`config.mk`:
```
export PLATFORM = sky130hd
export DESIGN_NAME = cache_maint_ctrl
export DESIGN_NICKNAME = d
export VERILOG_FILES = /design/src/rtl/cache_maint_ctrl.sv
export SDC_FILE = /design/constraint.sdc
export NUM_CORES = 1
export LEC_CHECK = 0
export CORE_MARGIN = 10
export CORE_UTILIZATION = 34
export DETAILED_ROUTE_END_ITERATION = 16
export PLACE_DENSITY_LB_ADDON = 0.12
export RECOVER_POWER = 100
export REMOVE_ABC_BUFFERS = 1
export SYNTH_ARGS = -nofsm -noshare
export SYNTH_HDL_FRONTEND = slang
export SYNTH_SLANG_ARGS = --single-unit
```
`constraint.sdc`:
```
create_clock -name clk -period 2.45 [get_ports clk]
set_clock_uncertainty 0.1 [all_clocks]
set_input_delay 0.49 -clock clk [delete_from_list [all_inputs] [get_ports clk]]
set_output_delay 0.49 -clock clk [all_outputs]
set_load 0.02 [all_outputs]
```
`src/rtl/cache_maint_ctrl.sv`:
```
// Cache maintenance sequencer: walks every set/way of the tag array, writing back
// dirty lines and cleaning or invalidating each line as the latched command asks.
module cache_maint_ctrl #(
  parameter int setNum = 64,
  parameter int wayNum = 4,
  localparam int idxW = $clog2(setNum),
  localparam int wayW = $clog2(wayNum)
) (
  input  logic            clk,
  input  logic            rest,
  input  logic [1:0]      cmd,
  input  logic            cmd_valid,
  output logic            cmd_ready,
  output logic            busy,
  output logic            cache_stall,
  output logic            tag_rd,
  output logic [idxW-1:0] tag_index,
  output logic [wayW-1:0] tag_way,
  input  logic            tag_rd_valid,
  input  logic            tag_rd_dirty,
  output logic            tag_wr,
  output logic            tag_wr_valid,
  output logic            tag_wr_dirty,
  output logic            wb_req,
  input  logic            wb_ack
);

  localparam int lineW = idxW + wayW;
  localparam logic [lineW-1:0] LINE_ONE = lineW'(1);

  typedef enum logic [2:0] {
    S_IDLE,
    S_READ,
    S_CHECK,
    S_WB,
    S_UPDATE,
    S_DONE
  } state_t;

  state_t           state_reg;
  logic [1:0]       cmd_reg;
  // {index, way} as one counter so the way wraps into the index for free
  logic [lineW-1:0] line_reg;
  logic             line_valid_reg;
  logic             line_dirty_reg;
  logic             busy_reg;
  logic             ready_reg;
  logic             rd_reg;
  logic             wr_reg;
  logic             wr_valid_reg;
  logic             wr_dirty_reg;
  logic             wb_req_reg;

  always_ff @(posedge clk) begin
    if (!rest) begin
      state_reg      <= S_IDLE;
      cmd_reg        <= 2'b00;
      line_reg       <= '0;
      line_valid_reg <= 1'b0;
      line_dirty_reg <= 1'b0;
      busy_reg       <= 1'b0;
      ready_reg      <= 1'b0;
      rd_reg         <= 1'b0;
      wr_reg         <= 1'b0;
      wr_valid_reg   <= 1'b0;
      wr_dirty_reg   <= 1'b0;
      wb_req_reg     <= 1'b0;
    end else begin
      ready_reg    <= 1'b0;
      rd_reg       <= 1'b0;
      wr_reg       <= 1'b0;
      wr_valid_reg <= 1'b0;
      wr_dirty_reg <= 1'b0;
      case (state_reg)
        S_IDLE: begin
          if (cmd_valid) begin
            busy_reg <= 1'b1;
            if (cmd != 2'b00) begin
              cmd_reg   <= cmd;
              line_reg  <= '0;
              rd_reg    <= 1'b1;
              state_reg <= S_READ;
            end else begin
              ready_reg <= 1'b1;
              state_reg <= S_DONE;
            end
          end
        end
        S_READ: begin
          state_reg <= S_CHECK;
        end
        S_CHECK: begin
          line_valid_reg <= tag_rd_valid;
          line_dirty_reg <= tag_rd_dirty;
          if (cmd_reg[1] && tag_rd_valid && tag_rd_dirty) begin
            wb_req_reg <= 1'b1;
            state_reg  <= S_WB;
          end else begin
            wr_reg       <= 1'b1;
            wr_valid_reg <= tag_rd_valid & ~cmd_reg[0];
            wr_dirty_reg <= tag_rd_dirty & ~cmd_reg[1] & ~cmd_reg[0];
            state_reg    <= S_UPDATE;
          end
        end
        S_WB: begin
          if (wb_ack) begin
            wb_req_reg   <= 1'b0;
            wr_reg       <= 1'b1;
            wr_valid_reg <= line_valid_reg & ~cmd_reg[0];
            wr_dirty_reg <= line_dirty_reg & ~cmd_reg[1] & ~cmd_reg[0];
            state_reg    <= S_UPDATE;
          end
        end
        S_UPDATE: begin
          line_reg <= line_reg + LINE_ONE;
          if (&line_reg) begin
            ready_reg <= 1'b1;
            state_reg <= S_DONE;
          end else begin
            rd_reg    <= 1'b1;
            state_reg <= S_READ;
          end
        end
        S_DONE: begin
          busy_reg  <= 1'b0;
          state_reg <= S_IDLE;
        end
        default: begin
          busy_reg   <= 1'b0;
          wb_req_reg <= 1'b0;
          state_reg  <= S_IDLE;
        end
      endcase
    end
  end

  assign cmd_ready    = ready_reg;
  assign busy         = busy_reg;
  assign cache_stall  = busy_reg;
  assign tag_rd       = rd_reg;
  assign tag_index    = line_reg[lineW-1:wayW];
  assign tag_way      = line_reg[wayW-1:0];
  assign tag_wr       = wr_reg;
  assign tag_wr_valid = wr_valid_reg;
  assign tag_wr_dirty = wr_dirty_reg;
  assign wb_req       = wb_req_reg;

endmodule

```
==> run_results.csv, run 1 <==
group,metric,value,unit
global_routing,antenna_found_initial,0,
global_routing,grt_pass1_wl,4160,µm
power_and_ir_drop,ir_drop,0.000352,V
critical_path,critical_path_class,"reg2out",
synth,synth_cell_types,37,
layout,mostFrequentLayoutCells,"dfxtp_1, dlygate4sd3_1, a21oi_1, nand2_1, nor2b_1",
critical_path,max_stage_delay,710,ps
critical_path,slowest_stage,"dlygate4sd3_1",
place,place_congestion,0.833,
global_routing,overflow,0,
place,port_buffers,23,
route,vias,935,
sta,relSlewSlack,50.0,%
layout,drive_above_1_share,5.67,%
sta,tightest_slew,744,ps
synth,ys_seq_area_share,42.7,%
layout,register_area,440,µm²
route,drtPass1Iterations,4,
run_status,status,"finished clean",
route,wl_per_cell,14.9,µm
layout,layout.nets,151,
clock_tree,clockRootBuffer,"clkbuf_4",
floorplanning,start_util,36.4,%
clock_tree,postCtsResizedCells,0,
layout,antenna_cells,0,
clock_tree,clock_latency,310,ps
layout,final_cells,172,
synth,syn_inst,117,
clock_tree,cts_buffers,3,
clock_tree,cts.sinks,22,
synth,yosysTopAreaCellShare,42.7,%
place,dp_hpwl,1900,µm
route,vias_per_cell,5.44,
clock_tree,htreeDepth,1,
floorplanning,core_area,2830,µm²
clock_tree,hold_buffers,0,
critical_path,cp.arrival,1480,ps
critical_path,cp_max_fo,7,
layout,largest_register_ffs,8,
sta,fin_crit_sh,84.7,%
layout,area_delta_synth_final,26.7,%
route,drc,0,
floorplanning,rows,19,
layout,final_common_cell,"dfxtp_1",
route,wirelength,2570,µm
critical_path,path_cells,"dlygate4sd3_1",
floorplanning,die_width,75.1,µm
power_and_ir_drop,cellLeakagePower,0.486,nW
synth,synth_edf_count,0,
global_routing,grtUsageTotal,9.34,%
clock_tree,cts.clk_slew.worst_paths,120,ps
critical_path,cp-start-kind,"register",
sta,setup_violations,0,
worst_hold_path,hp-class,"reg2reg",
power_and_ir_drop,p_total,0.721,mW
sta,fin_setup_tns,0,ps
synth,netlist_area,1030,µm²
layout,fillers,274,
place,placed_cells_incl_taps,168,
floorplanning,dieArea,5630,µm²
route,drt_iter0_markers,73,
synth,async_reset_ff_share,0,%
global_routing,grt_max_degree,14,
critical_path,cp.required,1860,ps
synth,synth.area.top_cells,"dfxtp_1, a21oi_1, nor2b_1",
floorplanning,io_pins,24,
sta,fmax,482,MHz
sta,period_needed,2070,ps
floorplanning,fp.dieH,75.1,µm
synth,postSynthAreaPerCell,8.81,µm²
layout,final_util,46.2,%
sta,rsz0062_at_grt,"no",
run,cap_viol_max_count,0,
clock_tree,post_cts_buffers,0,
power_and_ir_drop,cellPowerDensity,552,nW/µm²
critical_path,path_buf_inv,1,
critical_path,cp-end-kind,"primary output",
critical_path,critPathTopFamily,"buffers and inverters",
synth,yosysWarnings,0,
synth,yosysTopAreaCell,"dfxtp_1",
layout,multiInputGateArea,542,µm²
synth,synth_ff_type,"dfxtp_1",
sta,drv_slew,0,
global_routing,grt_pass1_vias,876,
clock_tree,cts.path.max_buffers,2,
clock_tree,cts_tree,"done",
synth,synth_seq_cells,22,
sta,hold_viol_final,0,
route,detail-route-antenna-nets,0,
[cells by family after synthesis]
kind of cell / Yosys count / synth area share, %
adders and majority gates: 1 / 1.21
DFF: 22 / 42.7
buffers and inverters: 6 / 3.03
AOI/OAI and AO/OA: 35 / 21.7
xor gates and xnor gates: 2 / 1.70
muxes: 2 / 1.94
and+or+nand+nor: 49 / 27.7
[report_power, final]
group          internal [mW]  switching [mW]  leakage [nW]
sequential             0.373          0.0207         0.179
clock                 0.0908           0.113        0.0210
combinational         0.0530          0.0705         0.286
total                  0.517           0.204         0.486
[metal layers]
layer | vias up | wire length (µm) | global-route usage, %
li1 | 475 | - | -
met1 | 439 | 1180 | 11.7
met2 | 19 | 1170 | 13.8
met3 | 2 | 209 | 4.86
met4 | 0 | 14 | 2.10
met5 | - | 0 | 0
[layout make-up]
type / instances / share of cell area (%)
Clock buffer: 4 / 2.78
Inverter: 1 / 0.287
Multi-Input combinational cell: 89 / 41.5
Sequential cell: 22 / 33.7
Tap cell: 31 / 2.97
Timing Repair Buffer: 25 / 18.8
[worst paths after layout]
kind              cells after the start  slack, ps            to         start
hold reg to reg                       1        370  tag_wr_dirty    cmd_reg[1]
setup / recovery                      1        380  tag_index[1]   line_reg[3]
setup reg to reg                      5        560   line_reg[2]  state_reg[2]
hold / removal                        1        370  tag_wr_dirty    cmd_reg[1]
[cell usage after synthesis, drive strengths merged, types with 2 or more instances]
master	number
dfxtp	22
or3	2
a21oi	11
and2	2
nand3	3
buf	3
nand2	11
a21boi	6
o21ai	7
and3	3
o31ai	2
a32oi	2
nand2b	2
nor2b	8
nor2	7
mux2i	2
nor3	5
xor2	2
or4	2
clkbuf	2
[metrics by stage]
step | hold WS (ps) | instance area (µm²) | worst slack, ps
global route | 397 | 1310 | 283
floorplan | 323 | 1000 | 833
CTS | 379 | 1320 | 418
global placement | 350 | 1290 | 342
finish | 373 | 1310 | 376
detailed placement | 359 | 1290 | 265
No activity file was read; power rests on OpenSTA's default activity.
==> run 2, diff against run 1 <==
==> constraint.sdc (replaced) <==
create_clock -name clk -period 1.8 [get_ports clk]
set_clock_uncertainty 0.1 [all_clocks]
set_input_delay 0.36 -clock clk [delete_from_list [all_inputs] [get_ports clk]]
set_output_delay 0.36 -clock clk [all_outputs]
set_load 0.02 [all_outputs]
==> run 2 against run 1 <==
Clock-buffer cell count down 1. Total power up 31%. Register-to-register slack worse by 330 ps. Worst hold slack better by 16 ps. Wire length down 3.3%. Cell area up 2.1%. Core utilization up 0.97 points.
==> run_results.csv, run 2 (synthesis gave the netlist of run 1 again) <==
group,metric,value,unit
run_status,status,"finished clean",
global_routing,grt_pass1_vias,922,
layout,layout.nets,161,
critical_path,reg2reg_to,"line_dirty_reg",
layout,mostFrequentLayoutCells,"dfxtp_1, clkdlybuf4s50_1, a21oi_1, nand2_1, buf_4",
layout,final_util,47.1,%
global_routing,grt_max_degree,12,
route,wirelength,2490,µm
sta,fin_crit_sh,95.0,%
route,drc,0,
critical_path,critPathTopFamily,"buffers and inverters",
layout,largest_register_ffs,8,
critical_path,reg2reg_slack,230,ps
route,wl_per_cell,13.7,µm
critical_path,slowest_stage,"clkdlybuf4s50_1",
route,detail-route-antenna-nets,0,
sta,rsz0062_at_grt,"no",
global_routing,overflow,0,
route,vias_per_cell,5.43,
power_and_ir_drop,p_total,0.946,mW
critical_path,cp_max_fo,2,
power_and_ir_drop,switching_power,0.274,mW
critical_path,cp-start-kind,"register",
sta,fmax,585,MHz
place,place_congestion,0.800,
sta,setup_violations,0,
power_and_ir_drop,power.internal,0.672,mW
floorplanning,rows,19,
clock_tree,cts.sinks,22,
sta,hold_ws,389,ps
route,vias,982,
power_and_ir_drop,ir_drop,0.000405,V
layout,area_delta_synth_final,29.4,%
global_routing,grt_pass1_wl,4280,µm
run,cap_viol_max_count,0,
worst_hold_path,hold_end,"cmd_reg[0]",
place,port_buffers,23,
clock_tree,postCtsResizedCells,5,
global_routing,antenna_found_initial,0,
sta,fin_ws,89.6,ps
critical_path,cp.required,1340,ps
worst_hold_path,whs_path_depth,2,
clock_tree,clockRootBuffer,"clkbuf_4",
clock_tree,clock_latency,300,ps
layout,fillers,290,
critical_path,cp.arrival,1250,ps
sta,hold_viol_final,0,
clock_tree,post_cts_buffers,0,
sta,period_needed,1710,ps
power_and_ir_drop,clkPwrFrac,23.4,%
critical_path,critical_path_class,"reg2out",
place,dp_hpwl,1950,µm
floorplanning,core_area,2830,µm²
layout,drive_above_1_share,11.3,%
floorplanning,io_pins,24,
global_routing,grtUsageTotal,9.72,%
critical_path,critical_path.startpoint,"wb_req",
sta,relSlewSlack,70.6,%
critical_path,r2r-start,"state_reg[1]",
clock_tree,hold_buffers,0,
power_and_ir_drop,swShare,28.9,%
sta,fin_setup_tns,0,ps
worst_hold_path,hp-class,"reg2reg",
power_and_ir_drop,pwr-share-comb,20.4,%
critical_path,path_buf_inv,1,
critical_path,cp-end-kind,"primary output",
clock_tree,cts_tree,"done",
floorplanning,fp.dieH,75.1,µm
critical_path,r2r_cells,4,
place,place_ws,-106,ps
critical_path,path_cells,"clkdlybuf4s50_1",
route,drt_iter0_markers,33,
floorplanning,dieArea,5630,µm²
layout,antenna_cells,0,
worst_hold_path,min-delay-start,"cmd_reg[0]",
floorplanning,die_width,75.1,µm
critical_path,max_stage_delay,600,ps
route,drtPass1Iterations,4,
clock_tree,htreeDepth,1,
sta,tightest_slew,438,ps
clock_tree,cts.path.max_buffers,2,
power_and_ir_drop,cellLeakagePower,0.482,nW
power_and_ir_drop,cellPowerDensity,709,nW/µm²
clock_tree,cts_buffers,3,
power_and_ir_drop,seqPwrFrac,56.3,%
clock_tree,cts.clk_slew.worst_paths,120,ps
sta,drv_slew,0,
floorplanning,start_util,36.4,%
layout,final_common_cell,"dfxtp_1",
-- run 2: how the worst max path moves through the flow --
stage / end / slack, ps / cells past startpoint
after global routing: wb_req / 40 / 1
final: wb_req / 90 / 1
after detailed placement: line_reg[7] / -110 / 5
after floorplan: line_reg[3] / 180 / 4
after global placement: line_reg[5] / -50 / 5
after CTS: tag_index[4] / 1 / 1
-- run 2: area by class of cell --
cell class | count | area (µm²) | area share (%)
Inverter | 1 | 3.75 | 0.281
Multi-Input combinational cell | 89 | 553 | 41.5
Sequential cell | 22 | 440 | 33.0
Clock buffer | 3 | 22.5 | 1.69
Timing Repair Buffer | 35 | 275 | 20.6
Tap cell | 31 | 38.8 | 2.91
-- run 2: metrics by stage --
step           cells  instance area (µm²)
2_1_floorplan    112                 1000
3_3_place_gp     178                 1360
3_5_place_dp     178                 1360
4_1_cts          181                 1380
5_1_grt          181                 1330
6_report         181                 1330
-- run 2: power groups by stage --
stage / Combinational [mW] / Sequential, mW / Clock [mW]
after floorplan: 0.0833 / 0.564 / 0
after global placement: 0.210 / 0.542 / 0
after detailed placement: 0.212 / 0.543 / 0
after CTS: 0.213 / 0.532 / 0.232
after global routing: 0.217 / 0.537 / 0.253
final: 0.193 / 0.532 / 0.221
-- run 2: routing by layer --
layer	track usage, %	vias to the layer above	routed length (µm)
met4	3.15	0	16
met2	13.8	24	1080
met1	13.1	464	1180
met3	3.81	2	205
li1	-	492	-
met5	0	-	0
